File: src/rtl/ksa_controller_if.sv
// ksa_controller_if
//   Groups the KSA controller's run handshake and its ramcore port.
//   master : the controller. It drives the RAM address, data and write enable,
//            and reports busy and done.
//   slave  : the environment. It drives start and returns the RAM read data.
//   Signals:
//     start     run request, sampled by the controller only while idle
//     busy      a run is in progress
//     done      level; a run has completed and no new run has been accepted yet
//     ram_addr  ramcore address
//     ram_wdata ramcore write data
//     ram_wren  ramcore write enable
//     ram_rdata ramcore q; valid one cycle after the address is presented
interface ksa_controller_if;
  logic       start;
  logic       busy;
  logic       done;
  logic [7:0] ram_addr;
  logic [7:0] ram_wdata;
  logic       ram_wren;
  logic [7:0] ram_rdata;

  modport master (
    input  start,
    input  ram_rdata,
    output busy,
    output done,
    output ram_addr,
    output ram_wdata,
    output ram_wren
  );

  modport slave (
    output start,
    output ram_rdata,
    input  busy,
    input  done,
    input  ram_addr,
    input  ram_wdata,
    input  ram_wren
  );
endinterface

File: src/rtl/ksa_controller.sv
// ksa_controller
//   Runs the complete RC4 key-scheduling algorithm on a 256x8 single-port
//   S RAM. The first phase writes S[i] = i. The second phase, for each i,
//   computes j = j + S[i] + key[i mod KEY_BYTES] and swaps S[i] with S[j].
//   While busy, this block is the only master of the RAM port.
//   Ports:
//     clk    system clock
//     rst_n  asynchronous, active-low reset
//     key    secret key; key byte 0 is the most significant byte.
//            It must be held stable while busy.
//     bus    handshake and ramcore port (master modport)
//            start/busy/done, ram_addr/ram_wdata/ram_wren, ram_rdata
module ksa_controller #(
  parameter int KEY_BYTES = 3
) (
  input  logic                   clk,
  input  logic                   rst_n,
  input  logic [8*KEY_BYTES-1:0] key,
  ksa_controller_if.master       bus
);

  localparam int KW = (KEY_BYTES > 1) ? $clog2(KEY_BYTES) : 1;
  localparam logic [KW-1:0] K_LAST = KW'(KEY_BYTES - 1);

  typedef enum logic [2:0] {
    IDLE, INIT, RD_SI, WT_SI, RD_SJ, WT_SJ, WR_SI, WR_SJ
  } state_t;

  state_t        state, state_n;
  logic [7:0]    i, i_n;
  logic [7:0]    j, j_n;
  logic [KW-1:0] k, k_n;
  logic [7:0]    si, si_n;
  logic [7:0]    sj, sj_n;
  logic [7:0]    addr_n, wdata_n;
  logic          wren_n, done_n;
  logic [7:0]    key_byte;

  // Key byte k is selected with a plain mux. k runs beside i and wraps at
  // KEY_BYTES, so no i mod KEY_BYTES divider is needed.
  function automatic logic [7:0] sel_key_byte(
    input logic [8*KEY_BYTES-1:0] kv,
    input logic [KW-1:0]          idx
  );
    logic [7:0] b;
    b = '0;
    for (int n = 0; n < KEY_BYTES; n++) begin
      if (idx == KW'(n)) b = kv[8*(KEY_BYTES-1-n) +: 8];
    end
    return b;
  endfunction

  assign key_byte = sel_key_byte(key, k);
  assign bus.busy = (state != IDLE);

  // The RAM outputs are registered. The next-state logic therefore computes
  // the address, data and enable that the RAM must see during the next
  // state. The RAM samples that address at the end of the state, and the
  // read data comes back in the following state (WT_*).
  always_comb begin
    state_n = state;
    i_n     = i;
    j_n     = j;
    k_n     = k;
    si_n    = si;
    sj_n    = sj;
    addr_n  = bus.ram_addr;
    wdata_n = bus.ram_wdata;
    wren_n  = 1'b0;
    done_n  = bus.done;
    case (state)
      IDLE: begin
        if (bus.start) begin
          state_n = INIT;
          i_n     = 8'd0;
          done_n  = 1'b0;
          addr_n  = 8'd0;
          wdata_n = 8'd0;
          wren_n  = 1'b1;
        end
      end
      INIT: begin
        if (i == 8'd255) begin
          state_n = RD_SI;
          i_n     = 8'd0;
          j_n     = 8'd0;
          k_n     = '0;
          addr_n  = 8'd0;
        end else begin
          i_n     = i + 8'd1;
          addr_n  = i + 8'd1;
          wdata_n = i + 8'd1;
          wren_n  = 1'b1;
        end
      end
      RD_SI: state_n = WT_SI;
      WT_SI: begin
        si_n    = bus.ram_rdata;
        j_n     = j + bus.ram_rdata + key_byte;
        addr_n  = j + bus.ram_rdata + key_byte;
        state_n = RD_SJ;
      end
      RD_SJ: state_n = WT_SJ;
      WT_SJ: begin
        sj_n    = bus.ram_rdata;
        addr_n  = i;
        wdata_n = bus.ram_rdata;
        wren_n  = 1'b1;
        state_n = WR_SI;
      end
      WR_SI: begin
        // When i == j, this second write lands on the same address with the
        // old S[i], which leaves the entry unchanged, as the algorithm requires.
        addr_n  = j;
        wdata_n = si;
        wren_n  = 1'b1;
        state_n = WR_SJ;
      end
      WR_SJ: begin
        if (i == 8'd255) begin
          state_n = IDLE;
          done_n  = 1'b1;
        end else begin
          i_n     = i + 8'd1;
          k_n     = (k == K_LAST) ? '0 : k + KW'(1);
          addr_n  = i + 8'd1;
          state_n = RD_SI;
        end
      end
      default: state_n = IDLE;
    endcase
  end

  always_ff @(posedge clk or negedge rst_n) begin
    if (!rst_n) begin
      state         <= IDLE;
      i             <= 8'd0;
      j             <= 8'd0;
      k             <= '0;
      bus.ram_addr  <= 8'd0;
      bus.ram_wdata <= 8'd0;
      bus.ram_wren  <= 1'b0;
      bus.done      <= 1'b0;
    end else begin
      state         <= state_n;
      i             <= i_n;
      j             <= j_n;
      k             <= k_n;
      bus.ram_addr  <= addr_n;
      bus.ram_wdata <= wdata_n;
      bus.ram_wren  <= wren_n;
      bus.done      <= done_n;
    end
  end

  // si and sj are always written in a WT_* state before they are used,
  // so they have no reset.
  always_ff @(posedge clk) begin
    si <= si_n;
    sj <= sj_n;
  end

endmodule

File: src/flat_wrapper.sv
// flat-port wrapper written by rule: the top's interface ports become plain ports
module ksa_controller_flat 
#(
  parameter int KEY_BYTES = 3
)
  (clk, rst_n, key, bus_start, bus_ram_rdata, bus_busy, bus_done, bus_ram_addr, bus_ram_wdata, bus_ram_wren);
  ksa_controller_if bus_i ();
  input  logic clk;
  input  logic rst_n;
  input  logic [8*KEY_BYTES-1:0] key;
  input wire logic [$bits(bus_i.start)-1:0] bus_start;
  input wire logic [$bits(bus_i.ram_rdata)-1:0] bus_ram_rdata;
  output wire logic [$bits(bus_i.busy)-1:0] bus_busy;
  output wire logic [$bits(bus_i.done)-1:0] bus_done;
  output wire logic [$bits(bus_i.ram_addr)-1:0] bus_ram_addr;
  output wire logic [$bits(bus_i.ram_wdata)-1:0] bus_ram_wdata;
  output wire logic [$bits(bus_i.ram_wren)-1:0] bus_ram_wren;
  assign bus_i.start = bus_start;
  assign bus_i.ram_rdata = bus_ram_rdata;
  assign bus_busy = bus_i.busy;
  assign bus_done = bus_i.done;
  assign bus_ram_addr = bus_i.ram_addr;
  assign bus_ram_wdata = bus_i.ram_wdata;
  assign bus_ram_wren = bus_i.ram_wren;
  ksa_controller #(.KEY_BYTES(KEY_BYTES)) u_core (.clk(clk), .rst_n(rst_n), .key(key), .bus(bus_i));
endmodule
File: config.mk
export PLATFORM = sky130hd
export DESIGN_NAME = ksa_controller_flat
export DESIGN_NICKNAME = d
export VERILOG_FILES = /design/src/rtl/ksa_controller_if.sv /design/src/rtl/ksa_controller.sv /design/src/flat_wrapper.sv
export SDC_FILE = /design/constraint.sdc
export NUM_CORES = 1
export LEC_CHECK = 0
export CELL_PAD_IN_SITES_DETAIL_PLACEMENT = 1
export CELL_PAD_IN_SITES_GLOBAL_PLACEMENT = 1
export CORE_MARGIN = 3
export CORE_UTILIZATION = 30
export CTS_CLUSTER_DIAMETER = 80
export DETAILED_ROUTE_END_ITERATION = 16
export PLACE_DENSITY_LB_ADDON = 0.05
export SYNTH_ARGS = -nofsm -noshare
export SYNTH_HDL_FRONTEND = slang
export SYNTH_SLANG_ARGS = --single-unit
File: constraint.sdc
create_clock -name clk -period 8.3 [get_ports clk]
set_clock_uncertainty 0.1 [all_clocks]
set_input_delay 0.83 -clock clk [delete_from_list [all_inputs] [get_ports clk]]
set_output_delay 0.83 -clock clk [all_outputs]
set_load 0.02 [all_outputs]
==> results.sh, run 1 <==
export IMPL_status="finished clean"
export IMPL_end_kind="register"
export IMPL_grt_max_degree=40
export IMPL_dieWidth_um=107.7
export IMPL_row_count=36
export IMPL_clk_pin_slew_ns=0.10
export IMPL_antenna_found_initial=0
export IMPL_yosysTopAreaCell="dfrtp_1"
export IMPL_hold_path_class="register to register"
export IMPL_cts_resized=0
export IMPL_arrival_ns=3.77
export IMPL_post_route_period_util_pct=44.62
export IMPL_drtIter0Drc=80
export IMPL_hp_start="u_core.bus.ram_wdata[4]"
export IMPL_power_density_nw_per_um2=130.7
export IMPL_syn_area_per_cell_um2=9.354
export IMPL_cp_required_ns=8.37
export IMPL_initial_core_util_pct=31.34
export IMPL_final_hold_viol_count=0
export IMPL_synth_seq_cells=47
export IMPL_nets=422
export IMPL_place_hpwl_mm=7.073
export IMPL_cts_num_sinks=47
export IMPL_leakagePower_uw=0.001580
export IMPL_clockBufferDepth=2
export IMPL_fin_area_um2=3772
export IMPL_worst_slew_pin_transition_ns=1.087
export IMPL_slew_headroom_pct=27.29
export IMPL_netlist_cell_type_count=51
export IMPL_syn_num_nets=382
export IMPL_drv_cap=0
export IMPL_die_y_um=107.7
export IMPL_instances_no_fill=506
export IMPL_io_pins=54
export IMPL_core_area_um2=9910
export IMPL_root_buffer="clkbuf_8"
export IMPL_start_kind="register"
export IMPL_clkLatencyLatePin_ns=0.30
export IMPL_synthToLayoutAreaGrowth_pct=21.47
export IMPL_placed_cells=498
export IMPL_clock_fmax_ghz=0.2700
export IMPL_synth_edf_count=8
export IMPL_cts_tree="yes"
export IMPL_criticalPathCategory="register to register"
export IMPL_wire_per_inst_um=18.29
export IMPL_setup_viol=0
export IMPL_place_congestion=0.7764
export IMPL_period_needed_ns=3.703
export IMPL_vias=2612
export IMPL_n_antenna_cell=0
export IMPL_ant_nets=0
export IMPL_vias_per_cell=5.162
export IMPL_synth_area_um2=3105
export IMPL_grt_pass1_wl_mm=14.94
export IMPL_netlist_area_leader_share_pct=31.43
export IMPL_yosysWarnings=0
export IMPL_slew_viol_final=0
export IMPL_die_area_um2=11610
export IMPL_htree_num_levels=2
export IMPL_post_route_util_pct=38.07
export IMPL_grt_usage_pct=16.61
export IMPL_dr_pass1_iters=4
export IMPL_synth_area_top_cells="dfrtp_1 (31%), edfxtp_1 (7.7%), fa_1 (5.2%), inv_1 (4.0%), a22o_1 (3.9%)"
export IMPL_peakVddDrop_mv=0.06014
export IMPL_grt_pass1_vias=2737
export IMPL_wl_mm=9.257
export IMPL_drc_errors=0
export IMPL_seq_area_frac_synth_pct=39.16
export IMPL_cts_hold_buffers=0
export IMPL_startpoint="u_core.k[0]"
export IMPL_io_buffers=53
export IMPL_postCtsSetupBuffers=0
export IMPL_synthArstFlopShare_pct=82.98
export IMPL_path_max_fanout=12
export IMPL_final_setup_tns_ns=0
export IMPL_numCtsBuffers=5
export IMPL_ys_flop_type="dfrtp_1"
export IMPL_drive_above_1_share_pct=6.702
export IMPL_syn_inst=332
export IMPL_rr_startpoint="u_core.k[0]"
export IMPL_rsz0062_at_grt="false"
export IMPL_placed_cell_area_um2=3677
export IMPL_grt_overflow_total=0
## cell families (layout without fill, tap and decap cells)
kind of cell,Yosys count,after routing,share of synthesized area (%)
compound gates,110,110,25.26
simple gates,83,83,12.41
buf+inv,54,95,8.098
flops,47,47,39.16
fa+ha+maj,15,15,7.977
mux,12,12,3.989
xor+xnor,11,11,3.103
## state kept, by name, summed over array words and instances (netlist names)
register              cells
u_core.bus.ram_addr       8
u_core.bus.ram_wdata      8
u_core.i                  8
u_core.j                  8
u_core.si                 8
u_core.state              3
u_core.k                  2
u_core.bus.done           1
u_core.bus.ram_wren       1
## per-layer routing
layer / vias up / GRT usage [%] / share of wire [%]
met5: - / 0 / 0
met4: 0 / 3.517 / 0.94
met3: 8 / 3.059 / 2.9
met2: 39 / 26.87 / 48
met1: 1315 / 23.17 / 49
li1: 1250 / - / -
## stage by stage
step / hold WS, ns / total power, uW / setup slack (ns)
4_1_cts: 0.3940 / 501.9 / 4.511
5_1_grt: 0.4220 / 527.1 / 4.143
2_1_floorplan: 0.3660 / 307.8 / 4.993
3_5_place_dp: 0.3686 / 348.7 / 4.346
3_3_place_gp: 0.3689 / 345.2 / 4.451
6_report: 0.3893 / 492.9 / 4.597
## power breakdown
| part | internal, uW | total, uW | switching, uW | leakage [uW] |
|---|---|---|---|---|
| sequential | 238 | 241 | 2.85 | 0.000565 |
| combinational | 49.7 | 101 | 51.2 | 0.000967 |
| clock | 68.5 | 151 | 82.8 | 0.0000484 |
| total | 356 | 493 | 137 | 0.00158 |
## layout make-up
class,instances,area (um2)
Timing Repair Buffer,54,533.0
Clock buffer,7,86.33
Clock inverter,1,8.758
Fill cell,1166,6137
Tap cell,133,166.4
Sequential cell,47,1216
Multi-Input combinational cell,231,1638
Inverter,33,123.9
## layout by cell type (no fill, tap or decap), types with 4 or more instances in the layout
cell type         n
nand3_1           5
nor3_1            8
xnor2_1           9
a22oi_1           8
mux2i_1           9
o21ai_0          24
o22ai_1           8
a22o_1           14
nor2_1           29
fa_1              8
inv_1            33
a21oi_1          19
dfrtp_1          39
clkdlybuf4s50_1  52
edfxtp_1          8
nand2_1          24
ha_1              7
and3_1            4
o21ai_2           4
clkbuf_8          6
o211ai_1          4
a21o_1            8
nor2b_1           4
## critical path, stage by stage (launching register included)
cell,delay [ns]
dfrtp_1,0.61
nor2b_1,0.59
a21oi_1,0.18
fa_1,0.44
inv_1,0.07
ha_1,0.17
inv_1,0.06
fa_1,0.39
nor2b_1,0.20
o31ai_1,0.11
a21oi_1,0.16
xor2_1,0.11
a221oi_1,0.28
o21ai_0,0.11
## Yosys cell counts, types with 2 or more instances
cell type	count
dfrtp_1	39
inv_1	33
nor2_1	29
nand2_1	24
o21ai_0	24
a21oi_1	19
a22o_1	14
mux2i_1	9
xnor2_1	9
a21o_1	8
a22oi_1	8
edfxtp_1	8
fa_1	8
nor3_1	8
o22ai_1	8
ha_1	7
buf_2	6
clkbuf_1	6
nand3_1	5
and3_1	4
buf_6	4
nor2b_1	4
o211ai_1	4
o21ai_2	4
a221oi_1	3
buf_4	3
mux2_2	3
a221o_1	2
a31oi_1	2
buf_1	2
nand4_1	2
o21a_1	2
o2bb2ai_1	2
xor2_1	2
## final timing paths
kind                                      endpoint  slack (ns)  depth (start not counted)
setup / recovery            u_core.bus.ram_addr[7]        4.60                         13
hold / removal             u_core.bus.ram_wdata[4]        0.39                          1
setup reg to reg            u_core.bus.ram_addr[7]        4.60                         13
hold reg to reg            u_core.bus.ram_wdata[4]        0.39                          1
max in group asynchronous          u_core.bus.done        6.94                          1
min in group asynchronous              u_core.k[1]        0.55                          1
Note: power is estimated with default switching activity, not from simulation.
==> run 2: changes to the inputs <==
==> constraint.sdc (replaced) <==
create_clock -name clk -period 3.06 [get_ports clk]
set_clock_uncertainty 0.1 [all_clocks]
set_input_delay 0.306 -clock clk [delete_from_list [all_inputs] [get_ports clk]]
set_output_delay 0.306 -clock clk [all_outputs]
set_load 0.02 [all_outputs]
==> run 2 against run 1 <==
Net effect: the run now ends with negative setup slack left; first-iteration DRC count rose by 24%; non-clock buffer count rose by 33; setup slack got worse by 4.6 ns; final cell count rose by 6.5%; via count rose by 6.4%; die area did not move; critical path type unchanged; highest routed layer unchanged.
==> results.sh, run 2 (synthesis results as in run 1) <==
export IMPL_period_needed_ns=3.083
export IMPL_synthToLayoutAreaGrowth_pct=33.24
export IMPL_io_buffers=53
export IMPL_clock_fmax_ghz=0.3243
export IMPL_core_area_um2=9910
export IMPL_grt_pass1_wl_mm=16.56
export IMPL_status="finished, violations left"
export IMPL_drive_above_1_share_pct=19.46
export IMPL_vias=2778
export IMPL_seqPwrFrac_pct=44.1
export IMPL_place_hpwl_mm=7.421
export IMPL_power_density_nw_per_um2=358.2
export IMPL_layout_common_cells="clkdlybuf4s50_1 (52), dfrtp_1 (39), buf_4 (32)"
export IMPL_ant_nets=0
export IMPL_slew_headroom_pct=36.45
export IMPL_row_count=36
export IMPL_worst_slew_pin_transition_ns=0.9533
export IMPL_cts_num_sinks=47
export IMPL_end_kind="register"
export IMPL_cp_slowest_stage_delay_ns=0.42
export IMPL_antenna_found_initial=0
export IMPL_die_y_um=107.7
export IMPL_final_hold_viol_count=0
export IMPL_wl_mm=9.955
export IMPL_arrival_ns=3.17
export IMPL_holdWs_ns=0.02740
export IMPL_cp_required_ns=3.14
export IMPL_io_pins=54
export IMPL_grt_pass1_vias=2995
export IMPL_die_area_um2=11610
export IMPL_path_cells="buf_12 > mux2i_1 > nor2_1 > a21oi_2 > fa_1 > inv_1 > ha_2 > inv_2 > fa_2 > nor2b_4 > o31ai_2 > a21oi_2 > xor2_1 > a221oi_1 > o21ai_1"
export IMPL_leakagePower_uw=0.001773
export IMPL_initial_core_util_pct=31.34
export IMPL_power_frac_clock_pct=31.2
export IMPL_dr_pass1_iters=4
export IMPL_post_route_period_util_pct=100.8
export IMPL_clk_pin_slew_ns=0.11
export IMPL_crit_top_cell="a21oi_2"
export IMPL_slew_viol_final=0
export IMPL_p_comb_share_pct=24.7
export IMPL_violations="negative setup slack"
export IMPL_placed_cell_area_um2=3885
export IMPL_setup_viol=1
export IMPL_start_kind="register"
export IMPL_wire_per_inst_um=18.47
export IMPL_grt_overflow_total=0
export IMPL_dieWidth_um=107.7
export IMPL_peakVddDrop_mv=0.1819
export IMPL_n_antenna_cell=0
export IMPL_p_int_uw=1054
export IMPL_post_route_util_pct=41.76
export IMPL_clkLatencyLatePin_ns=0.31
export IMPL_netSwitchingFraction_pct=28.90
export IMPL_root_buffer="clkbuf_8"
export IMPL_drc_errors=0
export IMPL_htree_num_levels=2
export IMPL_cts_tree="yes"
export IMPL_vias_per_cell=5.154
export IMPL_numCtsBuffers=5
export IMPL_fin_area_um2=4138
export IMPL_worst_slack_ns=-0.02316
export IMPL_criticalPathCategory="register to register"
export IMPL_drtIter0Drc=99
export IMPL_drv_cap=0
export IMPL_place_congestion=0.8186
export IMPL_p_sw_uw=428.3
export IMPL_cpMaxStageDelayCell="fa_1"
export IMPL_final_common_cell="clkdlybuf4s50_1"
export IMPL_hold_path_class="input port to asynchronous set/reset pin"
export IMPL_clockBufferDepth=2
export IMPL_grt_max_degree=40
export IMPL_path_max_fanout=7
export IMPL_nets=455
export IMPL_cts_hold_buffers=0
export IMPL_rsz0062_at_grt="true"
export IMPL_grt_usage_pct=18.42
run 2: layout make-up:
type | count | area, um2
clock buffers | 6 | 93.84
clock inverters | 2 | 17.52
fillers | 1158 | 5772
inverters | 33 | 123.9
multi-input cells | 231 | 1723
flip-flops and latches | 47 | 1216
well taps | 133 | 166.4
repair buffers | 87 | 797.0
run 2: power groups by stage:
stage	Clock, uW	Sequential, uW	Combinational [uW]
floorplan	0	663	172
global route	500	655	410
CTS	475	654	337
finish	463	654	365
detailed placement	0	666	315
global placement	0	666	310
run 2: metal layers:
metal	part of all wire (%)	up-vias	wire length, um	track usage (%)
met5	0	-	0	0
met2	49	46	4865	30.68
met1	47	1406	4680	25.22
li1	-	1318	-	-
met4	1.3	0	132	4.148
met3	2.8	8	276	2.819
run 2: final timing paths:
path,depth (start not counted),slack (ns),from,to
hold / removal,1,0.03,rst_n,u_core.state[1]
min in group clk,1,0.40,u_core.bus.ram_wdata[2],u_core.bus.ram_wdata[2]
setup / recovery,15,-0.02,u_core.k[0],u_core.bus.ram_addr[7]
setup reg to reg,15,-0.02,u_core.k[0],u_core.bus.ram_addr[7]
max in group asynchronous,1,2.23,rst_n,u_core.j[0]
hold reg to reg,1,0.40,u_core.bus.ram_wdata[2],u_core.bus.ram_wdata[2]
run 2: stage by stage:
step           instances  TNS (ns)  total power (uW)  worst slack (ns)
6_report             539  -0.02316              1482          -0.02316
5_1_grt              539   -0.5814              1565           -0.2295
4_1_cts              535   -0.2405              1465           -0.1271
3_5_place_dp         524   -0.9149             981.1           -0.2626
3_3_place_gp         524   -0.5782             975.9           -0.2139
2_1_floorplan        332         0             834.9           0.02343
run 2: critical path, delay by kind of cell (launching register included):
| family | cells | cell delay [ns] |
|---|---|---|
| buffers and inverters | 3 | 0.26 |
| AOI/OAI and AO/OA | 5 | 0.72 |
| adders and majority gates | 3 | 0.97 |
| DFF | 1 | 0.40 |
| and+or+nand+nor | 2 | 0.22 |
| xor gates and xnor gates | 1 | 0.09 |
| muxes | 1 | 0.18 |
run 2: repair_timing:
item / CTS / global route
endpoints found under the setup margin: 5 / 9
gates resized for setup: 9 / 16
pin swaps: 13 / 20
buffers inserted: 3 / 4
==> run 3: changes to the inputs <==
==> constraint.sdc (replaced) <==
create_clock -name clk -period 2.85 [get_ports clk]
set_clock_uncertainty 0.1 [all_clocks]
set_input_delay 0.285 -clock clk [delete_from_list [all_inputs] [get_ports clk]]
set_output_delay 0.285 -clock clk [all_outputs]
set_load 0.02 [all_outputs]
==> run 3 against run 2 <==
Net effect: the run still ends with negative setup slack left; via count is 0.65% lower; final cell count is 2.0% higher; core utilization up 1.2 points; sequential share of layout area is 0.81 points lower; first-iteration DRC count decreased by 4.0%; critical path type unchanged.
==> results.sh, run 3 (synthesis results as in run 1) <==
export IMPL_r2r_cells=14
export IMPL_p_total_uw=1661
export IMPL_clkLatencyLatePin_ns=0.32
export IMPL_post_route_period_util_pct=106.3
export IMPL_placed_cell_area_um2=3966
export IMPL_clk_pin_slew_ns=0.10
export IMPL_final_hold_viol_count=0
export IMPL_vias=2760
export IMPL_place_hpwl_mm=7.464
export IMPL_dieWidth_um=107.7
export IMPL_power_frac_clock_pct=29.5
export IMPL_netSwitchingFraction_pct=28.72
export IMPL_violations="negative setup slack"
export IMPL_power_density_nw_per_um2=390.0
export IMPL_grt_overflow_total=0
export IMPL_p_sw_uw=477.1
export IMPL_cts_hold_buffers=0
export IMPL_worst_slew_pin_transition_ns=0.9480
export IMPL_startpoint="u_core.k[0]"
export IMPL_status="finished, violations left"
export IMPL_start_kind="register"
export IMPL_nets=466
export IMPL_grt_pass1_vias=2996
export IMPL_clockBufferDepth=2
export IMPL_io_buffers=53
export IMPL_period_needed_ns=3.029
export IMPL_leakagePower_uw=0.001833
export IMPL_drive_above_1_share_pct=22.30
export IMPL_holdWs_ns=0.01039
export IMPL_drv_cap=0
export IMPL_p_comb_share_pct=28.2
export IMPL_rr_startpoint="u_core.k[0]"
export IMPL_io_pins=54
export IMPL_drtIter0Drc=95
export IMPL_hold_path_class="input port to asynchronous set/reset pin"
export IMPL_grt_usage_pct=18.12
export IMPL_rsz0062_at_grt="true"
export IMPL_criticalPathCategory="register to register"
export IMPL_n_antenna_cell=0
export IMPL_row_count=36
export IMPL_grt_max_degree=40
export IMPL_wire_per_inst_um=18.14
export IMPL_final_common_cell="clkdlybuf4s50_1"
export IMPL_peakVddDrop_mv=0.1893
export IMPL_path_cells="buf_8 > mux2i_1 > nor2_1 > a21oi_2 > fa_1 > buf_4 > inv_4 > ha_4 > a21o_1 > a21oi_2 > o21bai_1 > a21oi_2 > xnor2_2 > a221o_1"
export IMPL_core_area_um2=9910
export IMPL_clock_fmax_ghz=0.3301
export IMPL_slew_viol_final=0
export IMPL_crit_family="compound AO/OA/AOI/OAI gates"
export IMPL_root_buffer="clkbuf_8"
export IMPL_fin_area_um2=4259
export IMPL_ant_nets=0
export IMPL_grt_pass1_wl_mm=16.34
export IMPL_end_kind="register"
export IMPL_seqPwrFrac_pct=42.3
export IMPL_dr_pass1_iters=4
export IMPL_cp_num_buf_inv=3
export IMPL_worstSetupPathDepth=14
export IMPL_cpMaxStageDelayCell="fa_1"
export IMPL_slew_headroom_pct=36.80
export IMPL_cts_num_sinks=47
export IMPL_synthToLayoutAreaGrowth_pct=37.15
export IMPL_r2r_end="u_core.bus.ram_addr[6]"
export IMPL_arrival_ns=3.13
export IMPL_path_max_fanout=4
export IMPL_cts_tree="yes"
export IMPL_layout_common_cells="clkdlybuf4s50_1 (52), buf_4 (40), dfrtp_1 (38)"
export IMPL_htree_num_levels=2
export IMPL_cp_slowest_stage_delay_ns=0.51
export IMPL_die_area_um2=11610
export IMPL_drc_errors=0
export IMPL_cp_required_ns=2.95
export IMPL_numCtsBuffers=5
export IMPL_setup_viol=9
export IMPL_critPathCapture="u_core.bus.ram_addr[6]"
export IMPL_crit_top_cell="a21oi_2"
export IMPL_initial_core_util_pct=31.34
export IMPL_wl_mm=9.975
export IMPL_place_congestion=0.8016
export IMPL_worst_slack_ns=-0.1793
export IMPL_vias_per_cell=5.018
export IMPL_rrSetupSlack_ns=-0.18
export IMPL_die_y_um=107.7
export IMPL_p_int_uw=1184
export IMPL_antenna_found_initial=0
==> run 3: changes by cell type in the layout (fill, tap and decap cells not counted), sizes merged <==
cell and change:
clkinv -1, inv +1, buf +11
==> run 3: metrics by stage <==
stage                     util [%]  std cells  setup slack [ns]  TNS [ns]
final                        42.98        550           -0.1793   -0.8837
after global routing         42.98        550           -0.3230    -2.219
after CTS                    41.91        547           -0.1905   -0.6660
after detailed placement     40.03        535           -0.5005    -3.154
after global placement       40.03        535           -0.3977    -2.306
after floorplan                  -        332           -0.1542   -0.1542
==> run 3: worst min path at each step <==
stage,to,slack (ns),cells after the start
after floorplan,u_core.bus.done,-0.11,0
after global placement,u_core.bus.ram_wdata[2],0.37,1
after detailed placement,u_core.bus.ram_wdata[4],0.37,1
after CTS,u_core.bus.ram_addr[6],0.05,1
after global routing,u_core.bus.ram_addr[6],0.09,1
final,u_core.bus.ram_addr[6],0.01,1
==> run 3: worst register-to-register path, cell delays in order, from the launching register on <==
cell	delay [ns]
dfrtp_2	0.46
buf_8	0.14
mux2i_1	0.11
nor2_1	0.13
a21oi_2	0.05
fa_1	0.51
buf_4	0.13
inv_4	0.03
ha_4	0.22
a21o_1	0.18
a21oi_2	0.16
o21bai_1	0.11
a21oi_2	0.19
xnor2_2	0.09
a221o_1	0.30
==> run 3: power by group through the flow <==
stage | registers [uW] | clock network [uW] | logic (uW)
after global placement | 716 | 0 | 376
after global routing | 705 | 538 | 521
after floorplan | 712 | 0 | 191
after CTS | 703 | 504 | 404
after detailed placement | 717 | 0 | 383
final | 703 | 490 | 468
==> run 3: final cells by class <==
| type | count | area (um2) |
|---|---|---|
| Clock buffer | 6 | 93.84 |
| Clock inverter | 2 | 15.01 |
| Fill cell | 1130 | 5650 |
| Inverter | 33 | 126.4 |
| Multi-Input combinational cell | 231 | 1745 |
| Sequential cell | 47 | 1217 |
| Tap cell | 133 | 166.4 |
| Timing Repair Buffer | 98 | 894.6 |
==> run 3: timing repair <==
action,CTS,global route
gates cloned,0,0
endpoints found under the setup margin,10,9
buffers inserted,4,3
pin swaps,13,10
gates resized for setup,13,19
==> run 3: per-layer routing <==
metal	GRT usage [%]	wire (um)
met5	0	0
met4	2.976	44
met3	2.699	339
met2	30.37	4901
met1	25.12	4689
